`src/rtl/mem_arbiter.sv`:
```
// mem_arbiter: owns the byte-wide RAM/IO port, serving IF word fetches and LSB loads/stores.
// Rev 1.0. Build option MEM_ARB_RR_EN: round-robin tie-break (default: LSB wins ties).
`default_nettype none

module mem_arbiter #(
    parameter int         ADDR_W = 32,
    parameter logic [1:0] IO_HI  = 2'b11
) (
    input  logic              clk,
    input  logic              rst,
    input  logic              rdy,
    input  logic              clear,
    input  logic              io_buffer_full,
    input  logic [7:0]        mem_din,
    output logic [7:0]        mem_dout,
    output logic [ADDR_W-1:0] mem_a,
    output logic              mem_wr,
    input  logic              if_req,
    input  logic [ADDR_W-1:0] if_addr,
    output logic              if_done,
    output logic [31:0]       if_data,
    input  logic              lsb_req,
    input  logic [ADDR_W-1:0] lsb_addr,
    input  logic [ADDR_W-1:0] lsb_imm,
    input  logic [31:0]       lsb_val,
    input  logic [5:0]        lsb_opt,
    output logic              lsb_done,
    output logic              cdb_ok,
    output logic [3:0]        cdb_en,
    output logic [31:0]       cdb_val
);

    localparam logic [1:0] S_IDLE  = 2'd0;
    localparam logic [1:0] S_READ  = 2'd1;
    localparam logic [1:0] S_WRITE = 2'd2;
    localparam logic [1:0] S_DONE  = 2'd3;

    logic [1:0]        r_state;
    logic [ADDR_W-1:0] r_base;
    logic [2:0]        r_n;
    logic [2:0]        r_idx;
    logic [1:0]        r_cap;
    logic              r_first;
    logic              r_is_if;
    logic [2:0]        r_f3;
    logic [31:0]       r_val;
    logic [3:0]        r_tag;
    logic [31:0]       r_buf;

    logic [7:0]        r_mem_dout;
    logic [ADDR_W-1:0] r_mem_a;
    logic              r_mem_wr;
    logic              r_if_done;
    logic [31:0]       r_if_data;
    logic              r_lsb_done;
    logic              r_cdb_ok;
    logic [3:0]        r_cdb_en;
    logic [31:0]       r_cdb_val;

    logic [ADDR_W-1:0] w_eaddr;
    logic [ADDR_W-1:0] w_next_addr;
    logic              w_lsb_store;
    logic [2:0]        w_lsb_n;
    logic              w_pick_if;
    logic              w_grant_if;
    logic              w_grant_lsb;
    logic              w_io_grant;
    logic              w_io_next;
    logic [7:0]        w_store_byte;
    logic [31:0]       w_buf_cap;
    logic [31:0]       w_ext;

    assign mem_dout = r_mem_dout;
    assign mem_a    = r_mem_a;
    assign mem_wr   = r_mem_wr;
    assign if_done  = r_if_done;
    assign if_data  = r_if_data;
    assign lsb_done = r_lsb_done;
    assign cdb_ok   = r_cdb_ok;
    assign cdb_en   = r_cdb_en;
    assign cdb_val  = r_cdb_val;

    assign w_eaddr     = lsb_addr + lsb_imm;
    assign w_next_addr = r_base + ADDR_W'(r_idx);
    assign w_lsb_store = (lsb_opt[5:3] == 3'b111);
    assign w_io_grant  = (w_eaddr[17:16] == IO_HI) && io_buffer_full;
    assign w_io_next   = (w_next_addr[17:16] == IO_HI) && io_buffer_full;

`ifdef MEM_ARB_RR_EN
    // High when IF holds priority for the next tie; flips to the loser on every grant.
    logic r_rr_if;
    assign w_pick_if = if_req && (!lsb_req || r_rr_if);
`else
    assign w_pick_if = if_req && !lsb_req;
`endif

    // Grants are withheld while clear is high so a flushed requester cannot slip in.
    assign w_grant_if  = (r_state == S_IDLE) && !clear && w_pick_if;
    assign w_grant_lsb = (r_state == S_IDLE) && !clear && lsb_req && !w_pick_if;

    always_comb begin
        w_lsb_n = 3'd4;
        case (lsb_opt[1:0])
            2'b00:   w_lsb_n = 3'd1;
            2'b01:   w_lsb_n = 3'd2;
            default: w_lsb_n = 3'd4;
        endcase
    end

    always_comb begin
        w_store_byte = r_val[7:0];
        case (r_idx[1:0])
            2'd0:    w_store_byte = r_val[7:0];
            2'd1:    w_store_byte = r_val[15:8];
            2'd2:    w_store_byte = r_val[23:16];
            default: w_store_byte = r_val[31:24];
        endcase
    end

    // Word as it will look once the byte arriving this cycle is merged in.
    always_comb begin
        w_buf_cap = r_buf;
        case (r_cap)
            2'd0:    w_buf_cap[7:0]   = mem_din;
            2'd1:    w_buf_cap[15:8]  = mem_din;
            2'd2:    w_buf_cap[23:16] = mem_din;
            default: w_buf_cap[31:24] = mem_din;
        endcase
    end

    always_comb begin
        w_ext = w_buf_cap;
        case (r_f3)
            3'b000:  w_ext = {{24{w_buf_cap[7]}}, w_buf_cap[7:0]};
            3'b001:  w_ext = {{16{w_buf_cap[15]}}, w_buf_cap[15:0]};
            3'b100:  w_ext = {24'd0, w_buf_cap[7:0]};
            3'b101:  w_ext = {16'd0, w_buf_cap[15:0]};
            default: w_ext = w_buf_cap;
        endcase
    end

    always_ff @(posedge clk or negedge rst) begin
        if (!rst) begin
            r_state    <= S_IDLE;
            r_base     <= '0;
            r_n        <= 3'd0;
            r_idx      <= 3'd0;
            r_cap      <= 2'd0;
            r_first    <= 1'b0;
            r_is_if    <= 1'b0;
            r_f3       <= 3'd0;
            r_val      <= 32'd0;
            r_tag      <= 4'd0;
            r_buf      <= 32'd0;
            r_mem_dout <= 8'd0;
            r_mem_a    <= '0;
            r_mem_wr   <= 1'b0;
            r_if_done  <= 1'b0;
            r_if_data  <= 32'd0;
            r_lsb_done <= 1'b0;
            r_cdb_ok   <= 1'b0;
            r_cdb_en   <= 4'd0;
            r_cdb_val  <= 32'd0;
`ifdef MEM_ARB_RR_EN
            r_rr_if    <= 1'b1;
`endif
        end else if (rdy) begin
            r_if_done  <= 1'b0;
            r_lsb_done <= 1'b0;
            r_cdb_ok   <= 1'b0;
            case (r_state)
                S_IDLE: begin
                    if (w_grant_if) begin
                        r_is_if  <= 1'b1;
                        r_base   <= if_addr;
                        r_n      <= 3'd4;
                        r_idx    <= 3'd1;
                        r_cap    <= 2'd0;
                        r_first  <= 1'b1;
                        r_mem_a  <= if_addr;
                        r_mem_wr <= 1'b0;
                        r_state  <= S_READ;
`ifdef MEM_ARB_RR_EN
                        r_rr_if  <= 1'b0;
`endif
                    end else if (w_grant_lsb) begin
                        r_is_if <= 1'b0;
                        r_base  <= w_eaddr;
                        r_n     <= w_lsb_n;
                        r_f3    <= lsb_opt[2:0];
                        r_val   <= lsb_val;
                        r_tag   <= lsb_val[3:0];
                        r_cap   <= 2'd0;
                        r_first <= 1'b1;
                        r_mem_a <= w_eaddr;
`ifdef MEM_ARB_RR_EN
                        r_rr_if <= 1'b1;
`endif
                        if (w_lsb_store) begin
                            r_state <= S_WRITE;
                            if (w_io_grant) begin
                                r_mem_wr <= 1'b0;
                                r_idx    <= 3'd0;
                            end else begin
                                r_mem_wr   <= 1'b1;
                                r_mem_dout <= lsb_val[7:0];
                                r_idx      <= 3'd1;
                            end
                        end else begin
                            r_state  <= S_READ;
                            r_mem_wr <= 1'b0;
                            r_idx    <= 3'd1;
                        end
                    end
                end
                S_READ: begin
                    if (clear) begin
                        r_state  <= S_IDLE;
                        r_mem_wr <= 1'b0;
                    end else begin
                        if (r_idx < r_n) begin
                            r_mem_a <= w_next_addr;
                            r_idx   <= r_idx + 3'd1;
                        end
                        // RAM data lags the address by one cycle, so the first edge captures nothing.
                        if (r_first) begin
                            r_first <= 1'b0;
                        end else begin
                            r_buf <= w_buf_cap;
                            r_cap <= r_cap + 2'd1;
                            if ({1'b0, r_cap} == r_n - 3'd1) begin
                                r_state <= S_DONE;
                                if (r_is_if) begin
                                    r_if_done <= 1'b1;
                                    r_if_data <= w_buf_cap;
                                end else begin
                                    r_lsb_done <= 1'b1;
                                    r_cdb_ok   <= 1'b1;
                                    r_cdb_en   <= r_tag;
                                    r_cdb_val  <= w_ext;
                                end
                            end
                        end
                    end
                end
                S_WRITE: begin
                    if (r_idx == r_n) begin
                        r_mem_wr   <= 1'b0;
                        r_state    <= S_DONE;
                        r_lsb_done <= 1'b1;
                    end else begin
                        r_mem_a <= w_next_addr;
                        if (w_io_next) begin
                            r_mem_wr <= 1'b0;
                        end else begin
                            r_mem_wr   <= 1'b1;
                            r_mem_dout <= w_store_byte;
                            r_idx      <= r_idx + 3'd1;
                        end
                    end
                end
                default: begin
                    r_state <= S_IDLE;
                end
            endcase
        end
    end

endmodule

`default_nettype wire

```
`config.mk`:
```
export PLATFORM = sky130hd
export DESIGN_NAME = mem_arbiter
export DESIGN_NICKNAME = d
export VERILOG_FILES = /design/src/rtl/mem_arbiter.sv
export SDC_FILE = /design/constraint.sdc
export NUM_CORES = 1
export LEC_CHECK = 0
export ABC_CLOCK_PERIOD_IN_PS = 4500
export CELL_PAD_IN_SITES_DETAIL_PLACEMENT = 0
export CELL_PAD_IN_SITES_GLOBAL_PLACEMENT = 1
export CORE_MARGIN = 2
export CORE_UTILIZATION = 42
export DETAILED_ROUTE_END_ITERATION = 10
export GPL_TIMING_DRIVEN = 0
export PLACE_DENSITY = 0.83
export SKIP_CTS_REPAIR_TIMING = 1
export SLEW_MARGIN = 20
export SYNTH_ARGS = -nofsm -noshare
export SYNTH_HDL_FRONTEND = slang
export SYNTH_SLANG_ARGS = --single-unit
```
`constraint.sdc`:
```
create_clock -name clk -period 4.5 [get_ports clk]
set_clock_uncertainty 0.05 [all_clocks]
set_input_delay 0.675 -clock clk [delete_from_list [all_inputs] [get_ports clk]]
set_output_delay 0.675 -clock clk [all_outputs]
set_load 0.01 [all_outputs]
```
# Word level (Yosys, flattened, before mapping)
# Index checks and enable logic that the tools add are counted.
[word_totals] ff_bits=227 latchBits=0 ram_bits=0 rom_bits=0 input_bits=149 output_inout_bits=112 wordCells=161 mem_count=0
[op_classes] add_sub_neg=5 n_mul=0 div=0 n_lt_le_gt_ge=1 n_eq_ne=29 shifts=0 n_mux=70 bitwise=4 n_reduce_logical=32
[ops] operator="two-way mux 32 bit" n=5
[ops] operator="one-hot mux 32 bit (4 select lines)" n=1
[ops] operator="one-hot mux 32 bit (3 select lines)" n=1
[ops] operator="two-way mux 8 bit" n=10
[ops] operator="adder 32 x 3 -> 32 bit" n=1
[ops] operator="adder 32 bit" n=1
[ops] operator="two-way mux 3 bit" n=9
[ops] operator="two-way mux 1 bit" n=24
[ops] operator="one-hot mux 8 bit (3 select lines)" n=1
[ops] operator="two-way mux 2 bit" n=11
[ops] operator="!= test 2 bit, second input constant" n=11
[ops] operator="AND reduction 6 bit" n=3
[ops] operator="one-hot mux 8 bit (2 select lines)" n=1
[ops] operator="AND reduction 4 bit" n=4
[ops] operator="== test 2 bit, second input constant" n=5
[ops] operator="AND reduction 5 bit" n=2
[ops] operator="== test 3 bit, second input constant" n=3
[ops] operator="!= test 3 bit, second input constant" n=3
[ops] operator="one-hot mux 3 bit (3 select lines)" n=1
[ops] operator="== test 2 x 1 -> 1 bit, second input constant" n=4
[ops] operator="logical NOT 2 bit" n=4
[ops] operator="AND reduction 8 bit" n=1
[ops] operator="logical AND 1 bit" n=7
[ops] operator="AND reduction 7 bit" n=1
[ops] operator="other kinds (19)" n=27

# Logic depth before layout (Yosys ltp)
# Gate-level depths: netlist (run 1).
[depth] word_depth=8 mapped_depth=13 depth_no_buf=10

# Worst setup path after synthesis (run 1)
# OpenSTA, ideal clock, no wires.
[synth_timing] path_type="in2reg" from="input lsb_addr[0]" to="register r_mem_a[28] (netlist: mem_a[28])" setup_ps=134 arrival_ps=3026 required_time_ps=4316 slack_ps=1290 path_stages=11 n_path_buf=1 path_cell_list="ha_1 -> fa_1 -> a21o_1 -> a221o_2 -> o211ai_2 -> o211ai_2 -> or2_0 -> buf_2 -> a311o_1 -> a21oi_1 -> o31ai_1"
[synth_between] elab_chain_cells=4
[synth_lines] element="from (decl)" line="23" source="input logic [ADDR_W-1:0] lsb_addr,"
[synth_lines] element="adder 32 bit" line="83" source="assign w_eaddr = lsb_addr + lsb_imm;"
[synth_lines] element="two-way mux 32 bit" line="186" source="end else if (w_grant_lsb) begin"
[synth_lines] element="two-way mux 32 bit" line="173" source="if (w_grant_if) begin"
[synth_lines] element="one-hot mux 32 bit (3 select lines)" line="171" source="case (r_state)"
[synth_lines] element="to (signal assigned)" line="180" source="r_mem_a <= if_addr;"
[synth_lines] element="to (signal assigned)" line="195" source="r_mem_a <= w_eaddr;"
[synth_lines] element="to (signal assigned)" line="222" source="r_mem_a <= w_next_addr;"
[synth_lines] element="to (decl)" line="51" source="logic [ADDR_W-1:0] r_mem_a;"
# No other way between the ends. The select of a mux whose other input is x is not followed.
# A chain may end at the register's enable or synchronous reset.

# Worst setup path after layout (run 1)
[layout_timing] from="input lsb_addr[0]" to="register r_base[30]"
[layout_between] elab_chain_cells=3
[layout_lines] element="adder 32 bit" line="83"
[layout_lines] element="two-way mux 32 bit" line="186"
[layout_lines] element="two-way mux 32 bit" line="173"
[layout_lines] element="to (signal assigned)" line="175" source="r_base <= if_addr;"
[layout_lines] element="to (signal assigned)" line="188" source="r_base <= w_eaddr;"
[layout_lines] element="to (decl)" line="39" source="logic [ADDR_W-1:0] r_base;"
# No other way between the ends. The select of a mux whose other input is x is not followed.

==> flow_summary_export.csv, run 1 <==
group,metric,value,unit
detailed_routing,dr.pass1.iters,5,
grt,grt_max_degree,99,
timing,layout_min_cycle_time,3.65,ns
synth,synth-seq-area-share,43.9,%
detailed_routing,first_iter_violations,936,
detailed_routing,ant_nets,0,
synth,ys_types,80,
placed_design,gp_congestion,0.867,
synth,netlist_instances,1451,
synth,ys.flop_type,"dfrtp_1",
worst_hold_path,hold_path_class,"in -> async",
detailed_routing,wl_per_cell,19.3,µm
grt,gr-total-overflow,0,
placed_design,dp_hpwl,31400,µm
clock_tree,numCtsBuffers,25,
detailed_routing,viasPerCell,5.50,
pwr,p_per_area,608,mW/mm²
placed_design,post-place-cells,2103,
clock_tree,h-tree-depth,1,
timing,finalSetupTns,0,ns
pwr,switching_power,0.00399,W
placed_design,port_buffers,260,
critical_path,end_kind,"flop",
grt,grt_usage,26.3,%
die,die_w,178,µm
pwr,combPwrFrac,43.7,%
clock_tree,clkTransAtPathRegs,0.06,ns
pwr,ir_drop,0.371,mV
layout,syn2layout_area_growth,32.0,%
grt,antenna_found_initial,1,
layout,final_nets,1941,
clock_tree,clockBufferDepth,3,
pwr,p_leak,7.29,nW
synth,synth_top_cell_area_share,43.9,%
clock_tree,cts.sinks,223,
run,drv_cap,0,
layout,drive_gt1_share,6.26,%
critical_path,cp.arrival,3.97,ns
critical_path,worstPathRequired,4.82,ns
synth,synth_nets,1652,
critical_path,crit_path_max_fanout,6,
timing,worst_pin_slew,0.965,ns
clock_tree,cts-root-buf,"clkbuf_16",
layout,fill_cells,2764,
die,initial_core_util,42.7,%
timing,rsz0062_at_grt,"false",
synth,syn_avg_cell_area,8.75,µm²
die,coreArea,0.0297,mm²
synth,ys_warn_count,0,
die,die_h,178,µm
clock_tree,clk_latency,0.53,ns
timing,slew_headroom,35.6,%
timing,report.final.slew_viol_count,0,
die,placementRows,63,
layout,instances_no_fill,2149,
pwr,sw_frac_of_total,39.1,%
timing,setup_ws,0.851,ns
die,die-area,0.0316,mm²
pwr,pwr-share-clk,22.0,%
detailed_routing,vias,11800,
grt,grt_pass1_vias,11600,
placed_design,place_ws,0.347,ns
synth,async_flop_share,100,%
synth,synth_seq_cells,223,
timing,post-route-period-util,81.1,%
critical_path,crit_path_start_kind,"primary input",
grt,grt_pass1_wl,65000,µm
synth,synth_edf_count,0,
critical_path,worst-setup-path-type,"in -> reg",
clock_tree,tritoncts,"yes",
detailed_routing,drcViolationCount,0,
timing,setup_viol,0,
detailed_routing,wl,41500,µm
synth,yosys.area.top_type,"dfrtp_1",
pwr,internal_power,0.00621,W
layout,utilization,56.4,%
pwr,seqPwrFrac,34.3,%
synth,netlist_area,0.0127,mm²
pwr,finalPower,0.0102,W
timing,finalHoldViolCount,0,
die,ios,261,
synth,ys_top_cells_by_area,"dfrtp_1 44%, nand2_1 8.8%, o21ai_0 5.8%",
outcome,status,"completed",
timing,max_freq,274,MHz
-- metrics by stage --
stage               area, µm²  hold slack, ns
finish                  16800          0.0323
global route            16800          0.0647
CTS                     16800          0.0451
detailed placement      15900           0.412
global placement        15800           0.408
floorplan               12700           0.329
-- cell usage after synthesis (all sizes together), types with 3 or more instances --
master	count
a221oi	4
o31ai	8
and2	5
o211ai	7
or3	8
o21a	5
nor3	18
a21o	14
o221ai	5
and4	4
inv	45
or2	5
o21ai	152
nor4	7
xnor2	29
a222oi	8
and3	9
nand2b	7
dfrtp	223
a311oi	5
mux2i	46
clkbuf	72
a211oi	9
xor2	25
a22o	3
buf	12
a21oi	125
mux2	31
ha	50
nand4	16
o22ai	3
nor2b	6
nand2	299
o21bai	5
a31oi	10
nor2	107
nand3	25
-- power by group through the flow --
| stage | Clock, W | Combinational [W] | Sequential (W) |
|---|---|---|---|
| after floorplan | 0 | 0.00249 | 0.00350 |
| after global placement | 0 | 0.00435 | 0.00350 |
| after detailed placement | 0 | 0.00443 | 0.00351 |
| after CTS | 0.00227 | 0.00446 | 0.00349 |
| after global routing | 0.00235 | 0.00496 | 0.00360 |
| final | 0.00225 | 0.00445 | 0.00349 |
-- worst max-delay path, stage by stage --
cell and delay (ns):
clkdlybuf4s50_1 0.42, ha_1 0.23, fa_1 0.40, a21o_1 0.21
a221o_2 0.42, o211ai_2 0.30, o211ai_2 0.15, o21ai_0 0.55
o21ai_0 0.25, xnor2_1 0.24, o221ai_1 0.13
-- cells in the final DEF, fill, tap and decap left out, types with 8 or more instances in the layout --
cell type        count
a211oi_1             8
a21o_1              13
a21oi_1            124
a222oi_1             8
a31oi_1             10
and3_1               8
clkbuf_1            75
clkbuf_16           25
clkdlybuf4s50_1    259
dfrtp_1            223
ha_1                50
inv_1               45
mux2_2              31
mux2i_1             46
nand2_1            299
nand3_1             25
nand4_1             16
nor2_1             107
nor3_1              16
o21ai_0            148
o31ai_1              8
or3_1                8
xnor2_1             27
xor2_1              25
-- final cells by class --
class	count	area, µm²	share of cell area [%]
inverters	45	169	1.01
diodes	1	2.50	0.0149
clock buffers	34	719	4.29
repair buffers	262	2660	15.9
well taps	390	488	2.91
clock inverters	11	188	1.12
flip-flops and latches	223	5580	33.3
multi-input cells	1099	6630	39.5
plain buffers	84	329	1.96
-- routing by layer --
layer	global-route usage (%)	part of all wire (%)	vias up
li1	-	-	5652
met1	36.5	44	5711
met2	42.4	47	388
met3	4.18	6.5	65
met4	7.58	2.8	0
met5	0	0	-
-- final timing paths --
| check | slack (ns) | start | to | cells after the start |
|---|---|---|---|---|
| max | 0.85 | lsb_addr[0] | r_base[30]$_DFFE_PN0P_ | 11 |
| min | 0.03 | rst | mem_a[2]$_DFFE_PN0P_ | 1 |
| max reg2reg | 1.04 | r_state[0]$_DFFE_PN0P_ | mem_a[26]$_DFFE_PN0P_ | 11 |
| min reg2reg | 0.43 | r_val[16]$_DFFE_PN0P_ | r_val[16]$_DFFE_PN0P_ | 2 |
| max in group asynchronous | 3.49 | rst | r_val[6]$_DFFE_PN0P_ | 2 |
| min in group clk | 0.43 | r_val[16]$_DFFE_PN0P_ | r_val[16]$_DFFE_PN0P_ | 2 |
-- flip-flops by register name, indices dropped and copies added, names as in the netlist, 2 cells and up --
name / flops
cdb_val: 32
r_buf: 32
r_state: 2
r_base: 32
mem_dout: 8
r_n: 3
mem_a: 32
r_val: 32
cdb_en: 4
if_data: 32
r_idx: 3
r_cap: 2
r_f3: 3
-- kinds of logic after synthesis --
| group | synth area share, % |
|---|---|
| flops | 43.9 |
| simple gates | 17.9 |
| buf+inv | 3.92 |
| compound gates | 18.8 |
| xor+xnor | 3.84 |
| mux | 6.37 |
| fa+ha+maj | 5.24 |
No activity file was read; power rests on OpenSTA's default activity.
==> run 2: changes to the inputs <==
Settings changed: ABC_CLOCK_PERIOD_IN_PS 4500 to 3100, CORE_UTILIZATION 42 to 35, PLACE_DENSITY 0.83 to 0.74.
Clock period 4.5 ns to 3.1 ns, I/O delays scaled along.
==> flow_summary_export.csv, run 2 (synthesis gave the netlist of run 1 again) <==
group,metric,value,unit
timing,max_freq,328,MHz
die,initial_core_util,35.6,%
layout,final_nets,1951,
layout,mostFrequentLayoutCell,"nand2_1",
pwr,finalPower,0.0146,W
detailed_routing,ant_nets,0,
clock_tree,cts.sinks,223,
pwr,combPwrFrac,45.3,%
detailed_routing,drcViolationCount,0,
timing,post-route-period-util,98.2,%
timing,slew_headroom,48.4,%
layout,seq_area,0.00558,mm²
detailed_routing,viasPerCell,5.32,
detailed_routing,first_iter_violations,787,
pwr,sw_frac_of_total,40.1,%
worst_hold_path,hold_path_class,"in -> async",
timing,setup_ws,0.0551,ns
grt,antenna_found_initial,3,
die,die_h,194,µm
die,die_w,194,µm
critical_path,r2r_setup_slack,0.15,ns
timing,report.final.slew_viol_count,0,
die,coreArea,0.0357,mm²
pwr,ir_drop,0.366,mV
run,drv_cap,0,
clock_tree,clk_latency,0.53,ns
die,die-area,0.0378,mm²
pwr,internal_power,0.00874,W
grt,grt_max_degree,96,
detailed_routing,wl,43300,µm
grt,gr-total-overflow,0,
placed_design,dp_hpwl,32800,µm
pwr,pwr-share-clk,19.9,%
grt,grt_usage,22.5,%
timing,worst_pin_slew,0.768,ns
timing,setup_viol,0,
placed_design,port_buffers,260,
pwr,seqPwrFrac,34.8,%
grt,grt_pass1_wl,67100,µm
critical_path,critical-path-max-stage-delay,0.47,ns
pwr,p_leak,7.36,nW
layout,drive_gt1_share,8.09,%
clock_tree,cts-root-buf,"clkbuf_16",
detailed_routing,vias,11900,
layout,multi_input_area,0.00675,mm²
detailed_routing,dr.pass1.iters,6,
critical_path,cp.arrival,3.40,ns
layout,fill_cells,3502,
critical_path,timing.rr.start,"r_idx[1]$_DFFE_PN0P_",
die,placementRows,69,
clock_tree,h-tree-depth,1,
critical_path,path_cells,"clkdlybuf4s50_1 > ha_1 > a21o_1 > a31oi_1 > a31o_2 > a211oi_4 > buf_4 > a221oi_2 > o21ai_0 > mux2i_1 > o41ai_1",
detailed_routing,wl_per_cell,19.4,µm
critical_path,worst-setup-path-type,"in -> reg",
timing,finalHoldViolCount,0,
critical_path,end_kind,"flop",
outcome,status,"completed",
placed_design,place_ws,-0.857,ns
grt,grt_pass1_vias,11600,
clock_tree,tritoncts,"yes",
placed_design,gp_congestion,0.905,
clock_tree,clkTransAtPathRegs,0.06,ns
critical_path,rr_endpoint,"mem_a[31]$_DFFE_PN0P_",
critical_path,worst_path_max_delay_cell,"a221oi_2",
critical_path,crit_path_max_fanout,5,
timing,rsz0062_at_grt,"true",
timing,layout_min_cycle_time,3.04,ns
critical_path,crit_path_start_kind,"primary input",
die,ios,261,
pwr,p_per_area,859,mW/mm²
critical_path,reg2reg_depth,8,
layout,final_cell_mix,"299 x nand2_1, 257 x clkdlybuf4s50_1, 222 x dfrtp_1, 143 x o21ai_0, 123 x a21oi_1",
pwr,switching_power,0.00584,W
clock_tree,numCtsBuffers,25,
critical_path,worstPathRequired,3.46,ns
layout,syn2layout_area_growth,33.7,%
clock_tree,clockBufferDepth,3,
[run 2: changes by cell type in the layout (fill, tap and decap cells not counted), sizes merged]
cell           previous run  this run
clkdlybuf4s50           259       257
dlymetal6s2s              0         2
buf                      15        21
bufinv                    5         1
clkbuf                  106       109
clkinvlp                  0         3
dlygate4sd3               0         1
[run 2: final cells by class]
cell class	instances	share of cell area, %
sequential	223	32.9
buffer	84	2.07
inverter	45	0.994
timing repair buffer	272	16.2
multi-input combinational	1099	39.7
clock buffer	34	4.18
tap	461	3.40
antenna	1	0.0147
clock inverter	10	0.530
[run 2: stage by stage]
| step | std cells | instance area, µm² | hold WS, ns | setup TNS, ns | utilization [%] |
|---|---|---|---|---|---|
| 2_1_floorplan | 1451 | 12700 | 0.119 | 0 | - |
| 3_3_place_gp | 2172 | 15900 | 0.407 | -1880.50 | 44.5 |
| 3_5_place_dp | 2174 | 15900 | 0.362 | -46.01 | 44.7 |
| 4_1_cts | 2218 | 16700 | -0.193 | -12.27 | 47.0 |
| 5_1_grt | 2228 | 17000 | 0.412 | -0.00960 | 47.6 |
| 6_report | 2229 | 17000 | 0.402 | 0 | 47.6 |
[run 2: critical path: cells and delay by family]
family | cells | cell delay, ns
compound gates | 7 | 1.78
fa+ha+maj | 1 | 0.37
buf+inv | 2 | 0.57
mux | 1 | 0.21
[run 2: worst max path at each step]
| stage | start | end | slack, ns | cells after the start |
|---|---|---|---|---|
| 2_1_floorplan | lsb_addr[0] | mem_a[28]$_DFFE_PN0P_ | 0.10 | 11 |
| 4_1_cts | r_state[1]$_DFFE_PN0P_ | mem_a[3]$_DFFE_PN0P_ | -0.40 | 11 |
| 3_5_place_dp | lsb_addr[0] | r_base[30]$_DFFE_PN0P_ | -0.86 | 11 |
| 3_3_place_gp | rst | r_val[21]$_DFFE_PN0P_ | -8.25 | 1 |
| 5_1_grt | r_idx[1]$_DFFE_PN0P_ | mem_a[25]$_DFFE_PN0P_ | -0.008 | 9 |
| 6_report | lsb_addr[4] | mem_a[27]$_DFFE_PN0P_ | 0.06 | 11 |
[run 2: routing by layer]
layer / GRT usage [%] / routed length [µm] / vias up
met5: 0 / 30 / -
met2: 37.8 / 20400 / 402
met1: 29.8 / 18800 / 5697
li1: - / - / 5677
met4: 6.41 / 1150 / 4
met3: 3.87 / 2860 / 72
[run 2: power groups by stage]
stage | registers (W) | logic (W) | clock network [W]
4_1_cts | 0.00507 | 0.00650 | 0.00297
5_1_grt | 0.00523 | 0.00732 | 0.00310
2_1_floorplan | 0.00508 | 0.00362 | 0
3_3_place_gp | 0.00507 | 0.00639 | 0
3_5_place_dp | 0.00510 | 0.00647 | 0
6_report | 0.00508 | 0.00660 | 0.00290
